**config.mk**
```make
export PLATFORM = sky130hd
export DESIGN_NAME = poly_add_ctrl_flat
export DESIGN_NICKNAME = d
export VERILOG_FILES = /design/src/rtl/poly_add_ctrl_if.sv /design/src/rtl/poly_add_ctrl.sv /design/src/flat_wrapper.sv
export SDC_FILE = /design/constraint.sdc
export NUM_CORES = 1
export LEC_CHECK = 0
export CAP_MARGIN = 20
export CORE_MARGIN = 1.5
export CORE_UTILIZATION = 35
export DETAILED_ROUTE_END_ITERATION = 12
export GPL_ROUTABILITY_DRIVEN = 0
export PLACE_DENSITY = 0.78
export RECOVER_POWER = 100
export REMOVE_ABC_BUFFERS = 1
export SLEW_MARGIN = 30
export SYNTH_ARGS = -nofsm -noshare
export SYNTH_HDL_FRONTEND = slang
export SYNTH_SLANG_ARGS = --single-unit
```
**constraint.sdc**
```tcl
create_clock -name clk_i -period 1.7 [get_ports clk_i]
set_input_delay 0.34 -clock clk_i [delete_from_list [all_inputs] [get_ports clk_i]]
set_output_delay 0.34 -clock clk_i [all_outputs]
set_load 0.005 [all_outputs]
```
**src/rtl/poly_add_ctrl_if.sv**
```systemverilog
// Bus bundle for poly_add_ctrl: command handshake, A/B read port, mod_add operands,
// result write port, range-check flag and FSM state for debug.
interface poly_add_ctrl_if #(
  parameter int ADDR_W = 8,
  parameter int Q_W    = 23
);
  logic              start_i;
  logic [Q_W-1:0]    q_i;
  logic              busy_o;
  logic              done_o;
  logic              rd_en_o;
  logic [ADDR_W-1:0] rd_addr_o;
  logic [Q_W-1:0]    a_rdata_i;
  logic [Q_W-1:0]    b_rdata_i;
  logic [Q_W:0]      add_a_o;
  logic [Q_W:0]      add_b_o;
  logic [Q_W-1:0]    add_q_o;
  logic [Q_W-1:0]    add_c_i;
  logic              wr_en_o;
  logic [ADDR_W-1:0] wr_addr_o;
  logic [Q_W-1:0]    wr_data_o;
  logic              err_o;
  logic [1:0]        state_o;

  // Controller side.
  modport master (
    input  start_i, q_i, a_rdata_i, b_rdata_i, add_c_i,
    output busy_o, done_o, rd_en_o, rd_addr_o, add_a_o, add_b_o, add_q_o,
           wr_en_o, wr_addr_o, wr_data_o, err_o, state_o
  );

  // Command FSM, memories and mod_add side.
  modport slave (
    output start_i, q_i, a_rdata_i, b_rdata_i, add_c_i,
    input  busy_o, done_o, rd_en_o, rd_addr_o, add_a_o, add_b_o, add_q_o,
           wr_en_o, wr_addr_o, wr_data_o, err_o, state_o
  );
endinterface

```
**src/rtl/poly_add_ctrl.sv**
```systemverilog
// Streams A[k], B[k] through an external mod_add and writes C[k] = A[k]+B[k] mod q.
// Optional range check of operands against q enabled by macro POLY_ADD_RANGE_CHK_EN.
module poly_add_ctrl #(
  parameter int N_COEF = 256,
  parameter int ADDR_W = 8,
  parameter int Q_W    = 23
) (
  input  logic          clk_i,
  input  logic          rst_i,
  poly_add_ctrl_if.master bus
);
  localparam logic [1:0] S_IDLE  = 2'd0;
  localparam logic [1:0] S_RUN   = 2'd1;
  localparam logic [1:0] S_DRAIN = 2'd2;
  localparam logic [1:0] S_DONE  = 2'd3;

  localparam logic [ADDR_W-1:0] LAST_ADDR = ADDR_W'(N_COEF - 1);

  logic [1:0]        state;
  logic [ADDR_W-1:0] rd_cnt;
  logic [Q_W-1:0]    q_lat;
  logic              start_acc;

  logic              s1_vld;
  logic [ADDR_W-1:0] s1_addr;
  logic              wr_en;
  logic [ADDR_W-1:0] wr_addr;
  logic [Q_W-1:0]    wr_data;

  // Handshake: start_i is a level request honoured only in IDLE (never queued);
  // done_o is a one-cycle pulse after the final write, busy_o spans first read to last write.
  assign start_acc = (state == S_IDLE) && bus.start_i;

  always_ff @(posedge clk_i) begin
    if (rst_i) begin
      state  <= S_IDLE;
      rd_cnt <= '0;
      q_lat  <= '0;
    end else begin
      case (state)
        S_IDLE: begin
          if (bus.start_i) begin
            q_lat  <= bus.q_i;
            rd_cnt <= '0;
            state  <= S_RUN;
          end
        end
        S_RUN: begin
          // Counter returns to zero instead of walking past the last coefficient.
          if (rd_cnt == LAST_ADDR) begin
            rd_cnt <= '0;
            state  <= S_DRAIN;
          end else begin
            rd_cnt <= rd_cnt + 1'b1;
          end
        end
        S_DRAIN: begin
          if (wr_en && (wr_addr == LAST_ADDR)) state <= S_DONE;
        end
        default: state <= S_IDLE;
      endcase
    end
  end

  // Stage 1 captures the mod_add result; stage 2 presents it to the result RAM.
  always_ff @(posedge clk_i) begin
    if (rst_i) begin
      s1_vld  <= 1'b0;
      s1_addr <= '0;
      wr_en   <= 1'b0;
      wr_addr <= '0;
      wr_data <= '0;
    end else begin
      s1_vld  <= (state == S_RUN);
      s1_addr <= rd_cnt;
      wr_en   <= s1_vld;
      wr_addr <= s1_addr;
      if (s1_vld) wr_data <= bus.add_c_i;
    end
  end

  assign bus.busy_o    = (state == S_RUN) || (state == S_DRAIN);
  assign bus.done_o    = (state == S_DONE);
  assign bus.rd_en_o   = (state == S_RUN);
  assign bus.rd_addr_o = rd_cnt;
  assign bus.add_a_o   = {1'b0, bus.a_rdata_i};
  assign bus.add_b_o   = {1'b0, bus.b_rdata_i};
  assign bus.add_q_o   = q_lat;
  assign bus.wr_en_o   = wr_en;
  assign bus.wr_addr_o = wr_addr;
  assign bus.wr_data_o = wr_data;
  assign bus.state_o   = state;

`ifdef POLY_ADD_RANGE_CHK_EN
  logic range_bad;
  logic err_q;

  // Flag is visible in the same stage-1 cycle as the offending data, then held.
  assign range_bad = s1_vld && ((bus.a_rdata_i >= q_lat) || (bus.b_rdata_i >= q_lat));

  always_ff @(posedge clk_i) begin
    if (rst_i)          err_q <= 1'b0;
    else if (start_acc) err_q <= 1'b0;
    else if (range_bad) err_q <= 1'b1;
  end

  assign bus.err_o = err_q || range_bad;
`else
  logic unused_start_acc;
  assign unused_start_acc = start_acc;
  assign bus.err_o = 1'b0;
`endif

endmodule
```
**src/flat_wrapper.sv**
```systemverilog
// flat-port wrapper written by rule: the top's interface ports become plain ports
module poly_add_ctrl_flat 
#(
  parameter int N_COEF = 256,
  parameter int ADDR_W = 8,
  parameter int Q_W    = 23
)
  (clk_i, rst_i, bus_start_i, bus_q_i, bus_a_rdata_i, bus_b_rdata_i, bus_add_c_i, bus_busy_o, bus_done_o, bus_rd_en_o, bus_rd_addr_o, bus_add_a_o, bus_add_b_o, bus_add_q_o, bus_wr_en_o, bus_wr_addr_o, bus_wr_data_o, bus_err_o, bus_state_o);
  poly_add_ctrl_if #(.ADDR_W(ADDR_W), .Q_W(Q_W)) bus_i ();
  input  logic clk_i;
  input  logic rst_i;
  input wire logic [$bits(bus_i.start_i)-1:0] bus_start_i;
  input wire logic [$bits(bus_i.q_i)-1:0] bus_q_i;
  input wire logic [$bits(bus_i.a_rdata_i)-1:0] bus_a_rdata_i;
  input wire logic [$bits(bus_i.b_rdata_i)-1:0] bus_b_rdata_i;
  input wire logic [$bits(bus_i.add_c_i)-1:0] bus_add_c_i;
  output wire logic [$bits(bus_i.busy_o)-1:0] bus_busy_o;
  output wire logic [$bits(bus_i.done_o)-1:0] bus_done_o;
  output wire logic [$bits(bus_i.rd_en_o)-1:0] bus_rd_en_o;
  output wire logic [$bits(bus_i.rd_addr_o)-1:0] bus_rd_addr_o;
  output wire logic [$bits(bus_i.add_a_o)-1:0] bus_add_a_o;
  output wire logic [$bits(bus_i.add_b_o)-1:0] bus_add_b_o;
  output wire logic [$bits(bus_i.add_q_o)-1:0] bus_add_q_o;
  output wire logic [$bits(bus_i.wr_en_o)-1:0] bus_wr_en_o;
  output wire logic [$bits(bus_i.wr_addr_o)-1:0] bus_wr_addr_o;
  output wire logic [$bits(bus_i.wr_data_o)-1:0] bus_wr_data_o;
  output wire logic [$bits(bus_i.err_o)-1:0] bus_err_o;
  output wire logic [$bits(bus_i.state_o)-1:0] bus_state_o;
  assign bus_i.start_i = bus_start_i;
  assign bus_i.q_i = bus_q_i;
  assign bus_i.a_rdata_i = bus_a_rdata_i;
  assign bus_i.b_rdata_i = bus_b_rdata_i;
  assign bus_i.add_c_i = bus_add_c_i;
  assign bus_busy_o = bus_i.busy_o;
  assign bus_done_o = bus_i.done_o;
  assign bus_rd_en_o = bus_i.rd_en_o;
  assign bus_rd_addr_o = bus_i.rd_addr_o;
  assign bus_add_a_o = bus_i.add_a_o;
  assign bus_add_b_o = bus_i.add_b_o;
  assign bus_add_q_o = bus_i.add_q_o;
  assign bus_wr_en_o = bus_i.wr_en_o;
  assign bus_wr_addr_o = bus_i.wr_addr_o;
  assign bus_wr_data_o = bus_i.wr_data_o;
  assign bus_err_o = bus_i.err_o;
  assign bus_state_o = bus_i.state_o;
  poly_add_ctrl #(.N_COEF(N_COEF), .ADDR_W(ADDR_W), .Q_W(Q_W)) u_core (.clk_i(clk_i), .rst_i(rst_i), .bus(bus_i));
endmodule
```
### Word level (Yosys, flattened, before mapping)

Index checks and enable logic that the tools add are counted.

* input bits: 95
* register bits: 74

* add/subtract/negate cells: 1
* equal/unequal tests: 8
* muxes and demuxes: 7
* reduce and logical (&&, ||, !) cells: 7

Operator list (number)
* equality test 8 bit, second input constant: 2
* 2-to-1 mux 8 bit: 2
* case mux 8 bit (2 select lines): 1
* adder 8 x 1 -> 8 bit, second input constant: 1
* 2-to-1 mux 2 bit: 3
* case mux 2 bit (3 select lines): 1
* equality test 2 bit, second input constant: 2
* inequality test 2 x 1 -> 1 bit, second input constant: 2
* AND reduction 2 bit: 2
* AND reduction 3 bit: 1
* equality test 2 x 1 -> 1 bit, second input constant: 1
* logical NOT 2 bit: 1
* inequality test 2 bit, second input constant: 1
* nonzero test 2 bit: 1
* logical AND 1 bit: 1
* logical OR 1 bit: 1

### Logic depth before layout (Yosys ltp)

Gate-level depths: netlist of run 1.

* depth after elaboration: 4
* mapped depth: 7

### Worst setup path before layout of run 1

OpenSTA, ideal clock, no wires.

* path kind: register to register
* start: register u_core.state[0], in the netlist u_core.bus.state_o[0]
* end: register u_core.rd_cnt[6], in the netlist u_core.bus.rd_addr_o[6]
* slack: 0.166 ns
* data arrival time: 1.416 ns
* data required time: 1.582 ns
* setup time: 0.118 ns
* period minus slack after synthesis: 1.534 ns
* cell stages (with the launch flop): 7
* cell sequence: dfxtp_1 inv_1 ha_1 mux2i_1 nor4b_2 xnor2_1 nor2_1

* word-level cells in the longest chain between the ends: 3
* elaborated cells between the ends (all ways): 6
* those cells by class: 2 x eq/ne; 1 x mux; 3 x reduce/logical

RTL lines
* start, declared: RTL line poly_add_ctrl.sv:19 `logic [1:0] state;`
* start signal, assigned: RTL line poly_add_ctrl.sv:36 `state <= S_IDLE;`
* start signal, assigned: RTL line poly_add_ctrl.sv:45 `state <= S_RUN;`
* start signal, assigned: RTL line poly_add_ctrl.sv:52 `state <= S_DRAIN;`
* equality test 2 x 1 -> 1 bit / logical NOT 2 bit (equally long branches): RTL line poly_add_ctrl.sv:40 `case (state)`
* nonzero test 2 bit (no line) / inequality test 2 bit (equally long branches)
* AND reduction 2 bit (no line)
* end signal, assigned: RTL line poly_add_ctrl.sv:54 `rd_cnt <= rd_cnt + 1'b1;`
* end, declared: RTL line poly_add_ctrl.sv:20 `logic [ADDR_W-1:0] rd_cnt;`

Parallel ways exist; a longest one is shown, timed or not.
A chain may end at the register's enable or synchronous reset.

### Final worst setup path of run 1

* start: register u_core.state[0], in the netlist u_core.bus.state_o[0]
* end: output bus_state_o[0]

RTL lines
* end, declared: RTL line flat_wrapper.sv:28 `output wire logic [$bits(bus_i.state_o)-1:0] bus_state_o;`

No word-level cell between the ends.

==> results of run 1 <==
==> flip-flops by register name, summed over array words and instances (netlist names) <==
signal	cells
u_core.bus.state_o	2
u_core.bus.wr_data_o	23
u_core.s1_addr	8
u_core.bus.wr_en_o	1
u_core.bus.wr_addr_o	8
u_core.s1_vld	1
u_core.bus.rd_addr_o	8
u_core.bus.add_q_o	23
==> where the power goes <==
group / switching (mW) / internal (mW) / total (mW)
clock: 0.641 / 0.718 / 1.36
combinational: 0.703 / 0.794 / 1.50
sequential: 0.0954 / 1.94 / 2.04
==> final cells by class <==
cell class / instances / area (sq um)
multi-input cells: 188 / 1110
fillers: 771 / 4080
clock inverters: 6 / 63.8
repair buffers: 127 / 1230
flip-flops and latches: 74 / 1490
well taps: 105 / 131
inverters: 2 / 7.51
clock buffers: 10 / 138
==> repair_timing <==
| action | in CTS | in global routing |
|---|---|---|
| gates resized for setup | 14 | 2 |
| cloned | 0 | 0 |
| endpoints found under the setup margin | 6 | 2 |
| buffers inserted | 2 | 0 |
==> synth_stat cells <==
cell type | number | area [sq um]
a21o_1 | 1 | 7.51
a21oi_1 | 23 | 115
a32o_1 | 1 | 10.0
and2_2 | 1 | 7.51
and3_1 | 1 | 6.26
buf_1 | 2 | 7.51
buf_2 | 5 | 25.0
buf_4 | 49 | 368
clkbuf_1 | 8 | 30.0
conb_1 | 1 | 3.75
dfxtp_1 | 74 | 1480
ha_1 | 6 | 75.1
inv_1 | 2 | 7.51
mux2_2 | 1 | 11.3
mux2i_1 | 24 | 240
nand2_1 | 51 | 191
nand3_1 | 3 | 15.0
nand4_1 | 5 | 31.3
nor2_1 | 32 | 120
nor2b_1 | 19 | 119
nor3_1 | 3 | 15.0
nor4b_2 | 1 | 15.0
o21ai_0 | 1 | 5.00
o21bai_1 | 1 | 7.51
o31ai_1 | 3 | 22.5
or2b_1 | 1 | 7.51
xnor2_1 | 5 | 43.8
xor2_1 | 2 | 17.5
==> layer usage <==
metal  up-vias  GRT usage (%)
met4         0           4.53
met5         -           1.79
li1       1156              -
met3         6           12.4
met2       150           26.1
met1      1092           20.0
==> stage by stage <==
| stage | instances | hold slack, ns | total power, mW | TNS, ns | worst slack [ns] |
|---|---|---|---|---|---|
| 2_1_floorplan | 264 | 0.409 | 2.73 | 0 | 0.164 |
| 3_3_place_gp | 494 | 0.420 | 3.54 | 0 | 0.0108 |
| 6_report | 512 | 0.444 | 4.89 | 0 | 0.0680 |
| 5_1_grt | 512 | 0.450 | 5.22 | 0 | 0.00474 |
| 3_5_place_dp | 494 | 0.432 | 3.59 | -0.128 | -0.0546 |
| 4_1_cts | 512 | 0.367 | 5.03 | 0 | 0.00638 |
==> final timing paths <==
kind         depth (start not counted)                       to                   from  slack, ns
max                                  2           bus_state_o[0]  u_core.bus.state_o[0]       0.07
min                                  1  u_core.bus.wr_addr_o[7]      u_core.s1_addr[7]       0.44
max reg2reg                          6  u_core.bus.rd_addr_o[6]  u_core.bus.state_o[0]       0.10
min reg2reg                          1  u_core.bus.wr_addr_o[7]      u_core.s1_addr[7]       0.44
==> cell families after synthesis <==
kind of cell | Yosys count
AND/OR/NAND/NOR | 117
flip-flops | 74
multiplexers | 25
other | 1
adder cells (fa/ha/maj) | 6
XOR/XNOR | 7
buffers and inverters | 66
AO/OA/AOI/OAI | 30
==> critical path, delay by kind of cell (launching register included) <==
| kind | cells | cell delay, ns |
|---|---|---|
| flip-flops | 1 | 0.36 |
| buffers and inverters | 2 | 0.61 |
==> reports/metrics.yaml, run 1 <==
status:
  outcome: "finished clean"
sta:
  maxSlewViolCount: 0
  slew_headroom_pct: 47.0
  rsz0062_at_grt: "false"
  fin_skew_ns: 0.0101
  period_minus_slack_ns: 1.63
  hold_viol: 0
  finalSetupViolCount: 0
  fmax_ghz: 0.613
  tightest_slew_ns: 0.795
  period_share_pct: 96.0
run:
  drv_cap: 0
synth:
  synthAdderAreaFrac_pct: 2.50
  yosys_warnings: 0
  syn-cell-area_sq_um: 3010
  muxShareOfSynthArea_pct: 8.36
  yosysSeqAreaShare_pct: 49.3
  synthXorXnorAreaFrac_pct: 2.04
  synth_simple_gate_area_share_pct: 17.6
  synthCells: 326
  synth_top_family_by_area: "simple AND/OR/NAND/NOR gates"
  ys_types: 28
  synth_compound_area_share_pct: 5.58
  synth-seq-cells: 74
  syn_avg_cell_area_sq_um: 9.22
drt:
  wl_met2_um: 3440
  dr_wl_met3_um: 1230
  wl_per_cell_um: 15.7
  post-route-drc-count: 0
  maxUsedRoutingLayer: "met4"
  drtIter0Drc: 79
  viasPerCell: 4.70
  drt_wl_total_um: 8030
  routed-via-count: 2404
  drt_pass1_iterations: 4
  ant_nets: 0
  met1Wirelength_um: 3330
setup_path:
  cp.required_ns: 1.36
  setup.worst_path.end_class: "primary output"
  cp_slowest_cell: "clkdlybuf4s50_1"
  critPathArrivalTime_ns: 1.29
  critPathMaxFanout: 3
  cp_cell_sequence: "buf_4 > clkdlybuf4s50_1"
  cpPeakStageDelay_ns: 0.49
  crit_type: "flop to primary output"
  worst_setup_path_start_kind: "flop"
grt:
  antenna_found_initial: 0
  grt_pass1_wl_um: 12100
  grt_pass1_vias: 2434
  grt_usage_pct: 17.6
  grt_max_degree: 37
  grt-ovfl-total: 0
power_and_ir_drop:
  ir_drop_uv: 529
  p_leak_nw: 1.72
  powerDensity_nw_per_um2: 1170
layout:
  diodes: 0
  drive_above_1_share_pct: 8.85
  design_area_sq_um: 4180
  final_nets: 503
  area_growth_pct: 39.0
  final_common_cell: "dfxtp_1"
  layout_common_cells: "68 x dfxtp_1, 58 x clkdlybuf4s50_1, 53 x dlygate4sd3_1"
  final_core_util_pct: 50.6
clock_tree:
  clkTransAtPathRegs_ns: 0.08
  cts_buffer_depth: 2
  cts-buffers-inserted: 9
  clock_latency_ns: 0.33
  cts_hold_buf: 0
  cts.htree.levels: 3
  cts_tree: "yes"
  clock_sinks: 74
  clockRootBuffer: "clkbuf_8"
floorplanning:
  die_h_um: 95.7
  die_area_sq_um: 9160
  die_x_um: 95.7
  core_sq_um: 8260
  initial_core_util_pct: 36.4
  io_pins: 212
  placementRows: 33
hold_path:
  min_path_type: "flop to flop"
placement:
  post_dp_cell_area_sq_um: 3950
  portBuffers: 116
  hpwl_um: 5880
Note: power is estimated with default switching activity, not from simulation.
==> inputs of run 2 (changes only) <==
- GPL_TIMING_DRIVEN: not set -> 0
==> reports/metrics.yaml, run 2 (same netlist as run 1, synthesis figures left out) <==
setup_path:
  critPathMaxFanout: 6
  worst_setup_path_start_kind: "flop"
  cpPeakStageDelay_ns: 0.37
  cp.required_ns: 1.36
  setup.worst_path.end_class: "primary output"
  critPathArrivalTime_ns: 1.31
  crit_family: "buffers and inverters"
  cp_cell_sequence: "buf_4 > ha_4 > dlygate4sd2_1"
  crit_type: "flop to primary output"
  cp_slowest_cell: "dfxtp_4"
  worst-path-buf-inv: 2
sta:
  whs_ns: 0.367
  fmax_ghz: 0.605
  period_share_pct: 97.2
  fin_skew_ns: 0.00806
  tightest_slew_ns: 0.729
  fin_ws_ns: 0.0468
  hold_viol: 0
  period_minus_slack_ns: 1.65
  finalSetupViolCount: 0
  slew_headroom_pct: 51.4
  maxSlewViolCount: 0
  finalSetupTns_ns: 0
power_and_ir_drop:
  p_leak_nw: 1.69
  total_power_mw: 5.14
  powerDensity_nw_per_um2: 1230
  ir_drop_uv: 485
layout:
  final_core_util_pct: 50.6
  layout_common_cells: "67 x dfxtp_1, 60 x clkdlybuf4s50_1, 51 x dlygate4sd3_1"
  fill_cells: 762
  area_growth_pct: 39.0
  diodes: 0
  design_area_sq_um: 4180
  final_nets: 495
  drive_above_1_share_pct: 9.02
  fin_cells: 504
  final_common_cell: "dfxtp_1"
floorplanning:
  io_pins: 212
  initial_core_util_pct: 36.4
  die_area_sq_um: 9160
  core_sq_um: 8260
  die_h_um: 95.7
  placementRows: 33
  die_x_um: 95.7
placement:
  portBuffers: 116
  place_ws_ns: -0.321
  dp.cells: 486
  post_dp_cell_area_sq_um: 3890
  hpwl_um: 5650
grt:
  grt_pass1_vias: 2242
  grt_pass1_wl_um: 11200
  grt-ovfl-total: 0
  grt_usage_pct: 16.6
  antenna_found_initial: 0
  grt_max_degree: 39
drt:
  wl_per_cell_um: 15.4
  drtIter0Drc: 85
  drt_pass1_iterations: 4
  routed-via-count: 2375
  post-route-drc-count: 0
  drt_wl_total_um: 7770
  viasPerCell: 4.71
  ant_nets: 0
clock_tree:
  clockRootBuffer: "clkbuf_8"
  cts.htree.levels: 3
  cts_buffer_depth: 2
  cts_hold_buf: 0
  cts_tree: "yes"
  clock_latency_ns: 0.35
  clkTransAtPathRegs_ns: 0.08
  cts-buffers-inserted: 9
  clock_sinks: 74
status:
  outcome: "finished clean"
run:
  drv_cap: 0
hold_path:
  min_path_type: "input pin to flop"
run 2: worst paths after layout:
kind         depth (start not counted)  slack [ns]                  endpoint                   from
max                                  3        0.05               bus_rd_en_o  u_core.bus.state_o[0]
min                                  2        0.37  u_core.bus.wr_data_o[13]                  rst_i
max reg2reg                          6        0.12   u_core.bus.rd_addr_o[4]  u_core.bus.state_o[0]
min reg2reg                          1        0.44   u_core.bus.wr_addr_o[3]      u_core.s1_addr[3]
run 2: worst register-to-register path, stage by stage (launching register included):
cell	delay, ns
dfxtp_4	0.37
inv_1	0.10
ha_2	0.29
mux2_2	0.40
nand4_1	0.12
xor2_1	0.15
nor2_1	0.05
run 2: power breakdown:
group          switching [mW]  internal [mW]
clock                   0.682          0.990
sequential              0.173           1.95
combinational           0.616          0.728
total                    1.47           3.67
run 2: timing repair:
item	in CTS	in global routing
endpoints found under the setup margin	31	32
resized for setup	15	7
setup buffers	2	0
run 2: routing by layer:
metal	vias to the layer above	global-route usage (%)	routed length, um
met2	148	23.0	3190
met1	1080	18.5	3180
met4	0	6.13	91
met5	-	3.57	0
met3	9	13.5	1310
li1	1138	-	-
run 2: cell type report:
type	instances	area [sq um]	area share [%]
Sequential cell	74	1500	35.8
Timing Repair Buffer	119	1170	28.0
Clock inverter	7	124	2.96
Clock buffer	9	124	2.96
Inverter	2	7.51	0.180
Tap cell	105	131	3.14
Multi-Input combinational cell	188	1120	26.9
